===== src/rtl/sha256_padder_if.sv =====
// Handshake bundle between the message word stream, the SHA-256 padder and the
// message-schedule block loader.
interface sha256_padder_if;
    logic [31:0]  in_data;
    logic         in_valid;
    logic         in_last;
    logic [1:0]   in_nbytes;
    logic         in_ready;
    logic [511:0] M;
    logic         M_v;
    logic         M_ready;
    logic         M_first;
    logic         M_last;

    // master drives the word stream and accepts blocks; slave is the padder.
    modport master (
        output in_data, in_valid, in_last, in_nbytes, M_ready,
        input  in_ready, M, M_v, M_first, M_last
    );

    modport slave (
        input  in_data, in_valid, in_last, in_nbytes, M_ready,
        output in_ready, M, M_v, M_first, M_last
    );
endinterface


===== src/rtl/sha256_padder.sv =====
// SHA-256 front end: packs big-endian 32-bit message words into 512-bit blocks,
// appends the 0x80 marker, zero fill and 64-bit bit length, and tags first/last blocks.
module sha256_padder (
    input  logic           clk,
    input  logic           rst_n,
    sha256_padder_if.slave bus
);
    typedef enum logic [1:0] {
        ST_ACCEPT,
        ST_PAD,
        ST_EMIT
    } state_t;

    state_t      state_reg, state_next;
    logic [4:0]  p_reg, p_next;
    logic [60:0] cnt_reg, cnt_next;
    logic        pend80_reg, pend80_next;
    logic        first_pend_reg, first_pend_next;
    logic        last_flag_reg, last_flag_next;
    logic        cont_reg, cont_next;

    logic [31:0]  blk_word [16];
    logic [31:0]  blk_next [16];
    logic [511:0] blk_flat;

    logic [31:0] tail_word;
    logic [2:0]  word_bytes;
    logic [63:0] bit_len;
    logic        fits;

    // Final word: keep the valid bytes and put the marker in the first unused byte.
    always_comb begin
        case (bus.in_nbytes)
            2'd1:    tail_word = {bus.in_data[31:24], 24'h800000};
            2'd2:    tail_word = {bus.in_data[31:16], 16'h8000};
            2'd3:    tail_word = {bus.in_data[31:8], 8'h80};
            default: tail_word = bus.in_data;
        endcase
    end

    assign word_bytes = (bus.in_last && (bus.in_nbytes != 2'd0)) ? {1'b0, bus.in_nbytes} : 3'd4;
    assign bit_len    = {cnt_reg, 3'b000};
    assign fits       = pend80_reg ? (p_reg <= 5'd13) : (p_reg <= 5'd14);

    always_comb begin
        state_next      = state_reg;
        p_next          = p_reg;
        cnt_next        = cnt_reg;
        pend80_next     = pend80_reg;
        first_pend_next = first_pend_reg;
        last_flag_next  = last_flag_reg;
        cont_next       = cont_reg;
        for (int i = 0; i < 16; i++) begin
            blk_next[i] = blk_word[i];
        end

        case (state_reg)
            ST_ACCEPT: begin
                if (bus.in_valid) begin
                    blk_next[p_reg[3:0]] = bus.in_last ? tail_word : bus.in_data;
                    p_next   = p_reg + 5'd1;
                    cnt_next = cnt_reg + 61'(word_bytes);
                    if (bus.in_last) begin
                        pend80_next = (bus.in_nbytes == 2'd0);
                        // A last word that fills the block leaves padding for a continuation block.
                        if (p_reg == 5'd15) begin
                            state_next = ST_EMIT;
                            cont_next  = 1'b1;
                        end else begin
                            state_next = ST_PAD;
                        end
                    end else if (p_reg == 5'd15) begin
                        state_next = ST_EMIT;
                        cont_next  = 1'b0;
                    end
                end
            end

            ST_PAD: begin
                for (int i = 0; i < 16; i++) begin
                    if (5'(i) == p_reg) begin
                        blk_next[i] = pend80_reg ? 32'h8000_0000 : 32'h0;
                    end else if (5'(i) > p_reg) begin
                        blk_next[i] = 32'h0;
                    end
                end
                if (fits) begin
                    blk_next[14]   = bit_len[63:32];
                    blk_next[15]   = bit_len[31:0];
                    last_flag_next = 1'b1;
                    cont_next      = 1'b0;
                end else begin
                    pend80_next = 1'b0;
                    p_next      = 5'd0;
                    cont_next   = 1'b1;
                end
                state_next = ST_EMIT;
            end

            ST_EMIT: begin
                if (bus.M_ready) begin
                    first_pend_next = 1'b0;
                    p_next          = 5'd0;
                    if (last_flag_reg) begin
                        cnt_next        = '0;
                        last_flag_next  = 1'b0;
                        first_pend_next = 1'b1;
                        state_next      = ST_ACCEPT;
                    end else if (cont_reg) begin
                        cont_next  = 1'b0;
                        state_next = ST_PAD;
                    end else begin
                        state_next = ST_ACCEPT;
                    end
                end
            end

            default: begin
                state_next = ST_ACCEPT;
            end
        endcase
    end

    always_ff @(posedge clk or negedge rst_n) begin
        if (!rst_n) begin
            state_reg      <= ST_ACCEPT;
            p_reg          <= '0;
            cnt_reg        <= '0;
            pend80_reg     <= 1'b0;
            first_pend_reg <= 1'b1;
            last_flag_reg  <= 1'b0;
            cont_reg       <= 1'b0;
        end else begin
            state_reg      <= state_next;
            p_reg          <= p_next;
            cnt_reg        <= cnt_next;
            pend80_reg     <= pend80_next;
            first_pend_reg <= first_pend_next;
            last_flag_reg  <= last_flag_next;
            cont_reg       <= cont_next;
        end
    end

    // One 32-bit register per block word; word 0 lands in the top of M.
    generate
        for (genvar gi = 0; gi < 16; gi++) begin : g_word
            logic [31:0] word_reg;

            always_ff @(posedge clk or negedge rst_n) begin
                if (!rst_n) begin
                    word_reg <= '0;
                end else begin
                    word_reg <= blk_next[gi];
                end
            end

            assign blk_word[gi]                 = word_reg;
            assign blk_flat[511 - 32*gi -: 32]  = word_reg;
        end
    endgenerate

    assign bus.M        = blk_flat;
    assign bus.in_ready = (state_reg == ST_ACCEPT);
    assign bus.M_v      = (state_reg == ST_EMIT);
    assign bus.M_first  = first_pend_reg;
    assign bus.M_last   = last_flag_reg;
endmodule


===== src/flat_wrapper.sv =====
// flat-port wrapper written by rule: the top's interface ports become plain ports
module sha256_padder_flat 
  (clk, rst_n, bus_in_data, bus_in_valid, bus_in_last, bus_in_nbytes, bus_M_ready, bus_in_ready, bus_M, bus_M_v, bus_M_first, bus_M_last);
  sha256_padder_if bus_i ();
  input  logic clk;
  input  logic rst_n;
  input wire logic [$bits(bus_i.in_data)-1:0] bus_in_data;
  input wire logic [$bits(bus_i.in_valid)-1:0] bus_in_valid;
  input wire logic [$bits(bus_i.in_last)-1:0] bus_in_last;
  input wire logic [$bits(bus_i.in_nbytes)-1:0] bus_in_nbytes;
  input wire logic [$bits(bus_i.M_ready)-1:0] bus_M_ready;
  output wire logic [$bits(bus_i.in_ready)-1:0] bus_in_ready;
  output wire logic [$bits(bus_i.M)-1:0] bus_M;
  output wire logic [$bits(bus_i.M_v)-1:0] bus_M_v;
  output wire logic [$bits(bus_i.M_first)-1:0] bus_M_first;
  output wire logic [$bits(bus_i.M_last)-1:0] bus_M_last;
  assign bus_i.in_data = bus_in_data;
  assign bus_i.in_valid = bus_in_valid;
  assign bus_i.in_last = bus_in_last;
  assign bus_i.in_nbytes = bus_in_nbytes;
  assign bus_i.M_ready = bus_M_ready;
  assign bus_in_ready = bus_i.in_ready;
  assign bus_M = bus_i.M;
  assign bus_M_v = bus_i.M_v;
  assign bus_M_first = bus_i.M_first;
  assign bus_M_last = bus_i.M_last;
  sha256_padder u_core (.clk(clk), .rst_n(rst_n), .bus(bus_i));
endmodule

===== config.mk =====
export PLATFORM = sky130hd
export DESIGN_NAME = sha256_padder_flat
export DESIGN_NICKNAME = d
export VERILOG_FILES = /design/src/rtl/sha256_padder_if.sv /design/src/rtl/sha256_padder.sv /design/src/flat_wrapper.sv
export SDC_FILE = /design/constraint.sdc
export NUM_CORES = 1
export LEC_CHECK = 0
export BUFFER_PORTS_ARGS = -buffer_cell sky130_fd_sc_hd__buf_2
export CORE_AREA = 2 2 218 220
export CTS_CLUSTER_DIAMETER = 30
export DETAILED_ROUTE_END_ITERATION = 12
export DIE_AREA = 0 0 220 222
export PLACE_DENSITY = 0.77
export SLEW_MARGIN = 0
export SYNTH_ARGS = -nofsm -noshare
export SYNTH_HDL_FRONTEND = slang
export SYNTH_SLANG_ARGS = --single-unit

===== constraint.sdc =====
create_clock -name clk -period 6.2 [get_ports clk]
set_input_delay 0.31 -clock clk [delete_from_list [all_inputs] [get_ports clk]]
set_output_delay 0.31 -clock clk [all_outputs]
set_load 0.01 [all_outputs]

==> impl_metrics.csv <==
group,metric,value,unit
finish,final_nets,2885,
sta,timing.final.ws_setup,2.25,ns
run,drv_cap,0,
min_path,min_from,"bus_in_data[14]",
worst_setup_path,end_kind,"flip-flop",
floorplan,die_h,222,microns
pwr,pwr_density_cell,548,nW/um^2
finish,layout-drive-gt1-share,27.8,%
logic_synthesis,synthCells,2323,
pwr,ir_drop,0.447,mV
sta,fin_worst_skew,0.0277,ns
sta,slew_headroom,15.7,%
sta,finalWorstPathRequiredPeriod,3.95,ns
floorplan,initial_utilization,51.5,%
worst_setup_path,timing.rr.end,"u_core.g_word[3].word_reg[6]$_DFFE_PN0P_",
logic_synthesis,synth-edff-count,0,
run_status,run_status,"completed",
logic_synthesis,avgSynthCellArea,10.3,sq um
sta,finalHoldViolCount,0,
worst_setup_path,r2r_slack,2.25,ns
global_route,grt_max_degree,201,
detailed_routing,drt_iter0_markers,2727,
logic_synthesis,yosysMostFrequentCell,"dfrtp_1",
detailed_routing,avgViaCountPerCell,6.19,
floorplan,core-area,46300,sq um
logic_synthesis,yosys-top-cells-count,"583 x dfrtp_1, 466 x nand2_1, 357 x o21ai_0",
finish,largest_register_ffs,512,
sta,grt_setup_unrepaired,"false",
detailed_routing,vias,21900,
logic_synthesis,ys.flop_type,"dfrtp_1",
cts,numCtsBuffers,107,
min_path,hold_path_depth,3,
worst_setup_path,cp_max_fo,30,
sta,slew_violations,0,
logic_synthesis,synth.distinct_cells,65,
worst_setup_path,crit_type,"flip-flop to flip-flop",
worst_setup_path,required,6.69,ns
cts,clk_pin_slew_worst_paths,0.05,ns
sta,min_period_over_period,63.7,%
sta,max_clock_freq,253,MHz
min_path,hold_end,"u_core.g_word[14].word_reg[14]$_DFFE_PN0P_",
global_route,grt_first_pass_wirelength,136000,microns
global_route,grt_overflow,0,
logic_synthesis,ys_warn_count,0,
worst_setup_path,reg2regPathDepth,9,
placed_design,place_congestion,0.944,
placed_design,pre_cts_ws,2.33,ns
floorplan,die_w,220,microns
cts,tritoncts,"done",
cts,worstSkewPairLatency,0.66,ns
detailed_routing,detail_route.wl_per_cell,25.9,microns
logic_synthesis,yosysTopAreaCellShare,61.3,%
cts,htreeDepth,3,
detailed_routing,routed_wl,91500,microns
placed_design,hpwl,59800,microns
logic_synthesis,seq_area_frac_synth,61.4,%
finish,area_growth,29.2,%
sta,setup_viol,0,
detailed_routing,drcViolationCount,0,
floorplan,boundaryPins,555,
detailed_routing,firstDrtPassIters,6,
cts,cts_max_path_buffers,3,
global_route,grt_use_total,37.4,%
logic_synthesis,synth.largest_area_cell,"dfrtp_1",
global_route,antenna_found_initial,1,
sta,tightest_slew,1.26,ns
sta,fin_hold_ws,0.0359,ns
detailed_routing,final_antenna_net_count,0,
floorplan,dieArea,48800,sq um
global_route,grt_pass1_vias,21800,
logic_synthesis,syn_area,23800,sq um
logic_synthesis,synthArstFlopShare,100,%
sta,fin_setup_tns,0,ns
logic_synthesis,syn-num-nets,2376,
placed_design,numPortBuffers,554,
worst_setup_path,critPathArrivalTime,4.44,ns
logic_synthesis,synthTopCellsByArea,"dfrtp_1 61%, o21ai_0 7.5%, nand2_1 7.3%, a22o_1 2.6%, o31ai_1 2.2%",
cts,clock-sinks,584,
worst_setup_path,cp-start-kind,"flip-flop",
finish,post-route-util,66.5,%
min_path,hold_path_class,"primary input to flip-flop",
cts,clockRootBuffer,"clkbuf_16",
worst_setup_path,timing.rr.start,"u_core.state_reg[1]$_DFFE_PN0P_",
logic_synthesis,ys_ff_latch,584,
pwr,p_leak,15.4,nW
floorplan,rows,79,
## worst max-delay path, stage by stage (launching register included)
cell and delay (ns):
dfrtp_1 0.40, inv_1 0.10, ha_1 0.46, inv_1 0.63
nand3_1 0.49, nor3_1 0.52, nand2_1 0.55, buf_4 0.42
nand3_1 0.11, o21ai_0 0.10
## per-stage QoR
stage	instances	total power [mW]	instance area [sq um]
after floorplan	2323	8.24	23800
after global placement	3320	10.4	26800
after detailed placement	3320	10.5	26800
after CTS	3532	16.8	30800
after global routing	3533	17.6	30800
final	3534	16.8	30800
## metal layers
layer	GRT usage [%]	vias to the layer above	part of all wire [%]
li1	-	9124	-
met1	47.2	10900	37
met2	56.8	1548	46
met3	10.1	322	11
met4	23.7	0	6.3
met5	0	-	0
## power by group
group          internal [mW]  switching [mW]
combinational           1.60            3.25
clock                   3.97            2.17
sequential              5.01           0.844
## cells by family (layout without fill, tap and decap cells)
| family | after synthesis | after routing | synth area share [%] |
|---|---|---|---|
| buffers and inverters | 210 | 812 | 3.76 |
| other | 0 | 2 | 0 |
| and+or+nand+nor | 802 | 802 | 15.0 |
| adders and majority gates | 14 | 14 | 0.767 |
| AOI/OAI and AO/OA | 663 | 663 | 17.2 |
| DFF | 584 | 584 | 61.4 |
| muxes | 4 | 4 | 0.184 |
| xor gates and xnor gates | 46 | 46 | 1.69 |
## cell type report
class                           count  area (sq um)
Sequential cell                   584         14600
Multi-Input combinational cell   1529          8370
Inverter                           22          82.6
Antenna cell                        2          5.00
Clock inverter                     79           988
Fill cell                        3441         15500
Tap cell                          607           759
Timing Repair Buffer              588          3100
Clock buffer                      123          2850
## worst max-delay path by stage
stage                               startpoint                                        end
2_1_floorplan                 bus_in_nbytes[0]             u_core.cnt_reg[57]$_DFFE_PN0P_
3_3_place_gp   u_core.state_reg[0]$_DFFE_PN0P_  u_core.g_word[3].word_reg[31]$_DFFE_PN0P_
3_5_place_dp   u_core.state_reg[1]$_DFFE_PN0P_  u_core.g_word[3].word_reg[13]$_DFFE_PN0P_
4_1_cts        u_core.state_reg[1]$_DFFE_PN0P_   u_core.g_word[3].word_reg[6]$_DFFE_PN0P_
5_1_grt        u_core.state_reg[1]$_DFFE_PN0P_   u_core.g_word[3].word_reg[6]$_DFFE_PN0P_
6_report       u_core.state_reg[1]$_DFFE_PN0P_   u_core.g_word[3].word_reg[6]$_DFFE_PN0P_
## what timing repair did
| action | CTS | global route |
|---|---|---|
| endpoints found under the hold margin | 123 | 0 |
| gates resized for setup | 0 | 0 |
| hold buffers | 10 | 0 |
| setup buffers | 0 | 0 |
## layout by cell type (no fill, tap or decap), types with 19 or more instances in the layout
| cell | Yosys | final |
|---|---|---|
| dfrtp_1 | 583 | 583 |
| buf_2 | 44 | 553 |
| nand2_1 | 466 | 466 |
| o21ai_0 | 357 | 357 |
| nor2_1 | 129 | 128 |
| clkbuf_16 | 0 | 108 |
| a22o_1 | 71 | 71 |
| o31ai_1 | 70 | 70 |
| a21oi_1 | 70 | 67 |
| nand3_1 | 64 | 64 |
| xnor2_1 | 40 | 40 |
| a32oi_1 | 36 | 36 |
| nor3_1 | 24 | 24 |
| o2bb2ai_1 | 23 | 23 |
| and3_1 | 22 | 22 |
| inv_1 | 21 | 21 |
| buf_4 | 2 | 21 |
| inv_6 | 0 | 19 |
(Power assumes the default switching activity.)
